`config.mk`:
```
export PLATFORM = sky130hd
export DESIGN_NAME = ctrl_msg_rx
export DESIGN_NICKNAME = d
export VERILOG_FILES = /design/src/rtl/ctrl_msg_rx.sv
export SDC_FILE = /design/constraint.sdc
export NUM_CORES = 1
export LEC_CHECK = 0
export CAP_MARGIN = 20
export CORE_MARGIN = 5
export CORE_UTILIZATION = 31
export CTS_CLUSTER_SIZE = 16
export DETAILED_ROUTE_END_ITERATION = 8
export DONT_BUFFER_PORTS = 1
export HOLD_SLACK_MARGIN = 0.06
export PLACE_DENSITY = 0.46
export SYNTH_ARGS = -nofsm -noshare
export SYNTH_HDL_FRONTEND = slang
export SYNTH_SLANG_ARGS = --single-unit
```
`constraint.sdc`:
```
create_clock -name i_clk -period 3.5 [get_ports i_clk]
set_input_delay 0.7 -clock i_clk [delete_from_list [all_inputs] [get_ports i_clk]]
set_output_delay 0.7 -clock i_clk [all_outputs]
set_load 0.03 [all_outputs]
```
`src/rtl/ctrl_msg_rx.sv`:
```
// ctrl_msg_rx: parses a tready-less AXIS control stream. Frames that carry the
// slot-start ethertype in beat 1 commit a slot ID and destination MAC. Prefixed
// messages (timestamp / standard time / return timestamp) capture the next
// beat into a held 64-bit output. Bad or oversized frames bump a saturating
// error counter.
module ctrl_msg_rx #(
    parameter logic [15:0] P_SLOT_ID_TYPE = 16'hff03,
    parameter int          P_SLOT_ID_W    = 4,
    parameter logic [7:0]  P_TS_PRE       = 8'h66,
    parameter logic [7:0]  P_STD_PRE      = 8'h88,
    parameter logic [7:0]  P_RET_PRE      = 8'h55,
    parameter int          P_MAX_BEATS    = 16
) (
    input  logic                   i_clk,
    input  logic                   i_rst,
    input  logic                   s_ctrl_rx_axis_tvalid,
    input  logic [63:0]            s_ctrl_rx_axis_tdata,
    input  logic                   s_ctrl_rx_axis_tlast,
    input  logic [7:0]             s_ctrl_rx_axis_tkeep,
    input  logic                   s_ctrl_rx_axis_tuser,
    output logic [63:0]            o_recv_time_stamp,
    output logic [63:0]            o_recv_std_time,
    output logic [63:0]            o_recv_return_ts,
    output logic                   o_recv_ts_valid,
    output logic                   o_recv_std_valid,
    output logic                   o_recv_return_valid,
    output logic [P_SLOT_ID_W-1:0] o_cur_slot_id,
    output logic [47:0]            o_dest_tor_mac,
    output logic                   o_syn_start,
    output logic [15:0]            o_err_cnt
);

    typedef enum logic [1:0] {S_IDLE, S_HDR, S_BODY, S_DROP} state_t;
    typedef enum logic [1:0] {ARM_NONE, ARM_TS, ARM_STD, ARM_RET} arm_t;

    localparam logic [16:0] MAX_BEATS_C = 17'(P_MAX_BEATS);

    state_t                 state_q, state_d;
    arm_t                   arm_q, arm_d;
    logic [15:0]            cnt_q, cnt_d;
    logic [15:0]            hdr_q, hdr_d;
    logic                   bad_q, bad_d;
    logic                   pend_q, pend_d;
    logic [47:0]            pend_mac_q, pend_mac_d;
    logic [P_SLOT_ID_W-1:0] pend_id_q, pend_id_d;
    logic [63:0]            ts_q, ts_d, std_q, std_d, ret_q, ret_d;
    logic                   ts_v_q, ts_v_d, std_v_q, std_v_d, ret_v_q, ret_v_d;
    logic [P_SLOT_ID_W-1:0] slot_q, slot_d;
    logic [47:0]            mac_q, mac_d;
    logic                   syn_q, syn_d;
    logic [15:0]            err_q, err_d;

    logic [16:0]            cnt_inc;
    logic                   hit_max;
    logic                   unused_tkeep;

    // Byte enables carry no meaning for this control stream.
    assign unused_tkeep = ^s_ctrl_rx_axis_tkeep;

    // A beat that would make the frame reach the length limit without ending it.
    assign cnt_inc = {1'b0, cnt_q} + 17'd1;
    assign hit_max = s_ctrl_rx_axis_tvalid && !s_ctrl_rx_axis_tlast
                     && (state_q != S_DROP) && (cnt_inc >= MAX_BEATS_C);

    // Next-state and next-output logic for the whole parser, evaluated per beat.
    always_comb begin
        // NOTE: every _d takes its hold value first so no path leaves it unassigned (no latches).
        state_d    = state_q;
        arm_d      = arm_q;
        cnt_d      = cnt_q;
        hdr_d      = hdr_q;
        bad_d      = bad_q;
        pend_d     = pend_q;
        pend_mac_d = pend_mac_q;
        pend_id_d  = pend_id_q;
        ts_d       = ts_q;
        std_d      = std_q;
        ret_d      = ret_q;
        slot_d     = slot_q;
        mac_d      = mac_q;
        err_d      = err_q;
        ts_v_d     = 1'b0;
        std_v_d    = 1'b0;
        ret_v_d    = 1'b0;
        syn_d      = 1'b0;

        if (s_ctrl_rx_axis_tvalid) begin
            cnt_d = (cnt_q == 16'hffff) ? cnt_q : cnt_q + 16'd1;
            if (s_ctrl_rx_axis_tuser) begin
                bad_d = 1'b1;
            end

            unique case (state_q)
                S_IDLE: begin
                    hdr_d   = s_ctrl_rx_axis_tdata[15:0];
                    state_d = S_HDR;
                end
                S_HDR: begin
                    if (s_ctrl_rx_axis_tdata[31:16] == P_SLOT_ID_TYPE) begin
                        pend_d     = 1'b1;
                        pend_mac_d = {hdr_q, s_ctrl_rx_axis_tdata[63:32]};
                        pend_id_d  = s_ctrl_rx_axis_tdata[P_SLOT_ID_W-1:0];
                    end
                    state_d = S_BODY;
                end
                S_BODY: state_d = S_BODY;
                S_DROP: state_d = S_DROP;
                default: state_d = S_IDLE;
            endcase

            if (hit_max) begin
                state_d = S_DROP;
            end

            // An armed capture lasts exactly one beat: take it if clean, else discard.
            if (arm_q != ARM_NONE) begin
                arm_d = ARM_NONE;
                if (!s_ctrl_rx_axis_tuser && !hit_max) begin
                    unique case (arm_q)
                        ARM_TS:  begin ts_d  = s_ctrl_rx_axis_tdata; ts_v_d  = 1'b1; end
                        ARM_STD: begin std_d = s_ctrl_rx_axis_tdata; std_v_d = 1'b1; end
                        ARM_RET: begin ret_d = s_ctrl_rx_axis_tdata; ret_v_d = 1'b1; end
                        default: ;
                    endcase
                end
            end else if ((state_q == S_HDR || state_q == S_BODY) && !s_ctrl_rx_axis_tuser
                         && !s_ctrl_rx_axis_tlast && !hit_max) begin
                if (s_ctrl_rx_axis_tdata == {56'h0, P_TS_PRE}) begin
                    arm_d = ARM_TS;
                end else if (s_ctrl_rx_axis_tdata == {56'h0, P_STD_PRE}) begin
                    arm_d = ARM_STD;
                end else if (s_ctrl_rx_axis_tdata == {56'h0, P_RET_PRE}) begin
                    arm_d = ARM_RET;
                end
            end

            // End of frame: either count it as bad or commit a pending slot start.
            if (s_ctrl_rx_axis_tlast) begin
                if (bad_q || s_ctrl_rx_axis_tuser || state_q == S_DROP) begin
                    err_d = (err_q == 16'hffff) ? err_q : err_q + 16'd1;
                end else if (pend_d) begin
                    mac_d  = pend_mac_d;
                    slot_d = pend_id_d;
                    syn_d  = 1'b1;
                end
                state_d = S_IDLE;
                arm_d   = ARM_NONE;
                cnt_d   = 16'd0;
                bad_d   = 1'b0;
                pend_d  = 1'b0;
            end
        end
    end

    // State and output registers with synchronous reset.
    always_ff @(posedge i_clk) begin
        if (i_rst) begin
            // NOTE: sequential state uses non-blocking assignments so all registers update together.
            state_q    <= S_IDLE;
            arm_q      <= ARM_NONE;
            cnt_q      <= '0;
            hdr_q      <= '0;
            bad_q      <= 1'b0;
            pend_q     <= 1'b0;
            pend_mac_q <= '0;
            pend_id_q  <= '0;
            ts_q       <= '0;
            std_q      <= '0;
            ret_q      <= '0;
            ts_v_q     <= 1'b0;
            std_v_q    <= 1'b0;
            ret_v_q    <= 1'b0;
            slot_q     <= '0;
            mac_q      <= '0;
            syn_q      <= 1'b0;
            err_q      <= '0;
        end else begin
            state_q    <= state_d;
            arm_q      <= arm_d;
            cnt_q      <= cnt_d;
            hdr_q      <= hdr_d;
            bad_q      <= bad_d;
            pend_q     <= pend_d;
            pend_mac_q <= pend_mac_d;
            pend_id_q  <= pend_id_d;
            ts_q       <= ts_d;
            std_q      <= std_d;
            ret_q      <= ret_d;
            ts_v_q     <= ts_v_d;
            std_v_q    <= std_v_d;
            ret_v_q    <= ret_v_d;
            slot_q     <= slot_d;
            mac_q      <= mac_d;
            syn_q      <= syn_d;
            err_q      <= err_d;
        end
    end

    assign o_recv_time_stamp   = ts_q;
    assign o_recv_std_time     = std_q;
    assign o_recv_return_ts    = ret_q;
    assign o_recv_ts_valid     = ts_v_q;
    assign o_recv_std_valid    = std_v_q;
    assign o_recv_return_valid = ret_v_q;
    assign o_cur_slot_id       = slot_q;
    assign o_dest_tor_mac      = mac_q;
    assign o_syn_start         = syn_q;
    assign o_err_cnt           = err_q;

endmodule

```
==> impl_metrics.ini, run 1 <==
[critical_path]
path_max_fanout = 18
cp_top_family = simple AND/OR/NAND/NOR gates
worstPathCellList = ha_1 -> nand4_1 -> nor3_1 -> xnor2_1 -> nand4_1 -> o31ai_2 -> and4_4 -> buf_12 -> mux2i_1
required_ns = 3.98
cpPeakStageDelay_ns = 0.46
cp_data_arrival_time_ns = 3.60
start_kind = register
crit_slowest_cell = and4_4
crit_type = reg -> reg
cp_common_cell = nand4_1
worst-path-buf-inv = 1
end_kind = register

[power]
ir_drop_mv = 0.3623
leakagePower_uw = 0.006598
powerDensity_nw_per_um2 = 517.2

[logic_synthesis]
yosysMostFrequentCell = dfxtp_1
netlist-cell-type-count = 54
yosys_warnings = 0
synthTopCellsByArea = dfxtp_1 48%, mux2i_1 17%, nand2b_1 11%, nand2_1 4.1%, a21oi_1 3.1%
yosysTopAreaCellShare_pct = 48.47
synth_adder_area_share_pct = 0.5135
synth_top_family_by_area = simple AND/OR/NAND/NOR gates
syn_area_sq_um = 14620
ys.flop_type = dfxtp_1
synth_cells = 1527
yosysTopAreaCell = dfxtp_1
async_flop_share_pct = 0
yosys-top-cells-count = 354 x dfxtp_1, 260 x nand2b_1, 247 x mux2i_1
synthXorXnorAreaFrac_pct = 0.9585
mappedNetlistNets = 1610
syn_area_per_cell_sq_um = 9.575
muxShareOfSynthArea_pct = 16.99
synth_edf_count = 0
synth_simple_gate_area_share_pct = 22.07
yosys_register_bits = 354
synth_compound_area_share_pct = 7.480
yosysSeqAreaShare_pct = 48.47

[timing]
max_clock_freq_ghz = 0.3201
finalSetupTns_ns = 0
fin_crit_ns = 3.124
tightest_slew_ns = 1.001
finalMaxSlewViolations = 0
clock_skew_ns = 0.01601
period_share_pct = 89.25
grt_setup_unrepaired = no
fin_hold_ws_ns = 0.2785
hold_viol = 0
setup_viol = 0
maxSlewHeadroom_pct = 33.00

[status]
status = complete, no violations

[cts]
post_cts_buffers = 0
h-tree-depth = 2
holdBufCountCts = 0
numCtsBuffers = 42
post_cts_resized = 0
cts_tree = built
clock_path_buffers = 3
clk_pin_slew_worst_paths_ns = 0.06
clock_sinks = 354
cts-root-buf = clkbuf_16
insertion_delay_ns = 0.56

[grt]
antenna_found_initial = 0
grt-ovfl-total = 0
grtUsageTotal_pct = 16.25
grt_pass1_wl_mm = 65.12
first_global_vias = 10080
grt_max_degree = 419

[die]
die_h_microns = 227.2
die_w_microns = 227.2
die_area_sq_um = 51610
io_pins = 341
rows = 79
start_util_pct = 31.40
core_area_sq_um = 46560

[cells_and_area]
n_fill_cell = 4709
syn2layout_area_growth_pct = 12.86
layout.nets = 1564
n_antenna_cell = 0
drive_above_1_share_pct = 6.019

[flow_run]
cap_violations = 0

[drt]
post-route-drc-count = 0
vias_per_cell = 4.946
routed_wl_mm = 43.82
wl_per_cell_microns = 20.68
drt_iter0_drc = 573
dr.pass1.iters = 4
vias = 10480
antenna_left = 0

[placement]
place_congestion = 0.7781
portBuffers = 0
hpwlAfterDp_mm = 28.94

[worst_hold_path]
hold_class = in -> reg
## registers in the layout, indices dropped and copies added (netlist names), 2 cells and up
name	count
pend_mac_q	48
cnt_q	16
pend_id_q	4
o_recv_return_ts	64
o_recv_std_time	64
hdr_q	16
state_q	2
o_cur_slot_id	4
arm_q	2
o_err_cnt	16
o_recv_time_stamp	64
o_dest_tor_mac	48
## kinds of logic after synthesis
group	after synthesis
AND/OR/NAND/NOR	611
flip-flops	354
multiplexers	248
AO/OA/AOI/OAI	177
buffers and inverters	115
XOR/XNOR	16
adder cells (fa/ha/maj)	6
## worst paths after layout
| path | startpoint | endpoint | slack [ns] | depth (start not counted) |
|---|---|---|---|---|
| hold / removal | s_ctrl_rx_axis_tdata[39] | pend_mac_q[7]$_SDFFE_PP0P_ | 0.28 | 2 |
| setup reg to reg | cnt_q[0]$_SDFFE_PP0P_ | o_recv_std_time[55]$_SDFFE_PP0P_ | 0.38 | 9 |
| setup / recovery | cnt_q[0]$_SDFFE_PP0P_ | o_recv_std_time[55]$_SDFFE_PP0P_ | 0.38 | 9 |
| hold reg to reg | pend_mac_q[22]$_SDFFE_PP0P_ | pend_mac_q[22]$_SDFFE_PP0P_ | 0.45 | 2 |
## final cells by class
| cell class | instances | area (sq um) | share of cell area, % |
|---|---|---|---|
| multi-input cells | 1058 | 7053 | 42.74 |
| well taps | 607 | 759.5 | 4.603 |
| inverters | 9 | 33.78 | 0.2047 |
| clock buffers | 65 | 1239 | 7.507 |
| clock inverters | 10 | 108.9 | 0.6597 |
| repair buffers | 16 | 220.2 | 1.335 |
| flip-flops and latches | 354 | 7087 | 42.95 |
## worst register-to-register path, stage by stage, from the launching register on
cell and delay, ns:
dfxtp_1 0.45, ha_1 0.34, nand4_1 0.21, nor3_1 0.39
xnor2_1 0.17, nand4_1 0.17, o31ai_2 0.39, and4_4 0.46
buf_12 0.24, mux2i_1 0.24
## cell usage in the layout, fill, tap and decap left out, types with 2 or more instances in the layout
cell type	n
nand4_2	2
nor4_1	13
nand4_1	17
a22o_1	2
buf_4	8
a22oi_1	2
nand2b_1	260
inv_1	9
nand2_1	159
or2_2	3
clkbuf_1	14
clkinvlp_4	2
o31ai_1	2
or4bb_1	2
and3_1	6
dfxtp_1	354
a21oi_1	90
nor2_1	91
bufinv_16	2
nand4b_1	3
a311oi_1	3
nand3_1	15
mux2i_1	247
a31oi_1	3
a211oi_1	53
or3_1	7
buf_12	8
clkbuf_8	8
clkinv_2	5
nor3_1	15
clkbuf_16	43
xor2_1	7
a21o_1	2
o21ai_0	11
and2_1	3
ha_1	6
and4_1	3
xnor2_1	9
## power breakdown
part           internal (uW)  switching [uW]  total [uW]
Sequential              4050            15.4        4060
Combinational           84.9            80.0         165
Clock                   2580            1730        4310
Total                   6710            1830        8530
## metrics by stage
step                area [sq um]  instances  util [%]  setup slack, ns  power (uW)
floorplan                  14620       1527         -           0.7211        4335
global placement           15150       2044     32.55           0.4572        4315
detailed placement         15150       2044     32.55           0.3627        4317
CTS                        16500       2119     35.44           0.3563        8688
global route               16500       2119     35.44          0.09842        8862
finish                     16500       2119     35.44           0.3762        8535
## per-layer routing
metal  track usage [%]  up-vias  routed length, microns
met3             6.680       60                    4025
met1             19.69     5034                   17990
met2             26.85      244                   20750
met5                 0        -                       0
li1                  -     5143                       -
met4             4.379        0                    1048
Note: power is estimated with default switching activity, not from simulation.
==> run 2, diff against run 1 <==
--- a/config.mk
+++ b/config.mk
@@ -13,6 +13,7 @@
 export DONT_BUFFER_PORTS = 1
 export HOLD_SLACK_MARGIN = 0.06
 export PLACE_DENSITY = 0.46
+export SLEW_MARGIN = 20
 export SYNTH_ARGS = -nofsm -noshare
 export SYNTH_HDL_FRONTEND = slang
 export SYNTH_SLANG_ARGS = --single-unit
==> results of run 2 <==
Final layout, timing and power as in run 1 (identical DEF).
==> patch (config.mk and constraints of run 1) <==
`P_SLOT_ID_W`: 4 -> 6.
--- a/src/rtl/ctrl_msg_rx.sv
+++ b/src/rtl/ctrl_msg_rx.sv
@@ -5,7 +5,7 @@
 // error counter.
 module ctrl_msg_rx #(
     parameter logic [15:0] P_SLOT_ID_TYPE = 16'hff03,
-    parameter int          P_SLOT_ID_W    = 4,
+    parameter int          P_SLOT_ID_W    = 6,
     parameter logic [7:0]  P_TS_PRE       = 8'h66,
     parameter logic [7:0]  P_STD_PRE      = 8'h88,
     parameter logic [7:0]  P_RET_PRE      = 8'h55,
Ports: changed (resized o_cur_slot_id); port bits go from 341 to 343. No check against the original RTL was run, so the function may have changed too.
==> patch against run 1 <==
  * Maximum frequency decreased by 5.3%
  * Synthesized area decreased by 2.5%
  * Highest routed layer unchanged
  * Utilization increased by 0.14 points
  * Power increased by 1.4%
  * Largest cell class unchanged
  * Routed wire length increased by 7.0%
  * Design area decreased by 2.1%
  * Critical endpoint is now o_recv_time_stamp[20]$_SDFFE_PP0P_
  * Sequential cell count increased by 4
  * Worst hold slack got worse by 0.056 ns
  * Worst setup slack got worse by 0.17 ns
==> patch: results (changes against run 1) <==
status: "finished clean"
dr.pass1.iters: 5  # +1
synth_common_cells: "nand2_1 (465), dfxtp_1 (358), a21oi_1 (153), mux2i_1 (130), clkbuf_1 (117)"
clk_pin_slew_ns: 0.06  # about the same
ys_types: 53  # -1.9%
clock_latency_ns: 0.55
synth.net_count: 1785  # +11%
setup_viol: 0  # unchanged
clock_skew_ns: 0.01437  # -0.001640 ns
path_class: "flip-flop to flip-flop"
yosys-top-cells-area: "dfxtp_1 (50%), nand2_1 (12%), mux2i_1 (9.1%)"
drive_gt1_frac: 0.06370  # +0.003517
grtUsageMet1: 0.2248  # +0.02788
wl_met2_um: 22240  # +7.2%
slowest_stage: "or4b_4"
avgRoutedWirePerCell_um: 20.71  # +0.17%
grt_pass1_wl_um: 70100  # +7.7%
drtIter0Drc: 845  # +47%
drcViolationCount: 0  # unchanged
numCtsBuffers: 42  # unchanged
slowest_delay_ns: 0.54  # +0.08 ns
cts.root.buffer_cell: "clkbuf_16"
cp_top_family: "simple AND/OR/NAND/NOR gates"
finalNonFillerCells: 2264  # +6.8%
preCtsSetupSlack_ns: 0.3242  # -0.03850 ns
vias: 11680  # +11%
ctsHtreeMaxLevel: 2  # unchanged
hold_buffers: 0  # unchanged
place_inst: 2188  # +7.0%
slew_headroom: 0.4136  # +0.08368
dr_wl_met3_um: 3599  # -11%
wl_met1_um: 19810  # +10%
ys_seq_area_frac: 0.5029  # +0.01817
irDropWorstVdd_mv: 0.2967  # -18%
fillers: 4645  # -1.4%
highest_layer: "met4"
synth_cells: 1702  # +11%
reg2reg_depth: 9  # unchanged
grt_pass1_vias: 10860  # +7.7%
grt_max_degree: 232  # -45%
placedInstanceArea_um2: 14760  # -2.6%
gp_congestion: 0.7837  # +0.72%
crit_fanout: 48  # +30
use_met2: 0.2883  # +0.01975
r2r_start: "cnt_q[0]$_SDFFE_PP0P_"
met3_usage: 0.05469  # -0.01211
p_leak_uw: 0.005524  # -16%
layout.area.seq_um2: 7167  # +1.1%
dpl.hpwl_um: 30880  # +6.7%
finalWorstSetupSlack_ns: 0.2023  # -0.1739 ns
diodes: 0  # unchanged
worstSetupEndpoint: "o_recv_time_stamp[20]$_SDFFE_PP0P_"
grt_util_all_layers: 0.1760  # +0.01354
patch: final cells by class:
type                    count  share of cell area
flip-flops and latches    358              0.4439
multi-input cells        1200              0.4057
clock buffers              62             0.07602
well taps                 600             0.04649
repair buffers             23             0.01612
clock inverters            14            0.009841
inverters                   7            0.001937
patch: kinds of logic (layout without fill, tap and decap cells):
| family | after synthesis | after routing | synth area share |
|---|---|---|---|
| buffers and inverters | 144 | 106 | 0.04188 |
| adder cells (fa/ha/maj) | 6 | 6 | 0.005268 |
| XOR/XNOR | 16 | 16 | 0.009834 |
| AO/OA/AOI/OAI | 311 | 311 | 0.1284 |
| multiplexers | 130 | 130 | 0.09131 |
| flip-flops | 358 | 358 | 0.5029 |
| AND/OR/NAND/NOR | 737 | 737 | 0.2205 |
patch: worst min-delay path by stage:
stage | start | to | slack (ns) | depth (start not counted)
floorplan | pend_id_q[2]$_SDFFE_PP0P_ | pend_id_q[2]$_SDFFE_PP0P_ | 0.43 | 2
global placement | pend_id_q[3]$_SDFFE_PP0P_ | pend_id_q[3]$_SDFFE_PP0P_ | 0.44 | 2
detailed placement | pend_mac_q[4]$_SDFFE_PP0P_ | pend_mac_q[4]$_SDFFE_PP0P_ | 0.44 | 2
CTS | i_rst | o_recv_std_time[18]$_SDFFE_PP0P_ | 0.18 | 1
global route | i_rst | o_recv_std_time[22]$_SDFFE_PP0P_ | 0.18 | 1
finish | i_rst | o_recv_std_time[19]$_SDFFE_PP0P_ | 0.22 | 1
patch: where the power goes:
part	internal (uW)	leakage [uW]	switching, uW	total (uW)
logic	46.0	0.00196	103	149
clock network	2650	0.000683	1740	4390
registers	4090	0.00289	23.4	4120
total	6790	0.00552	1860	8650
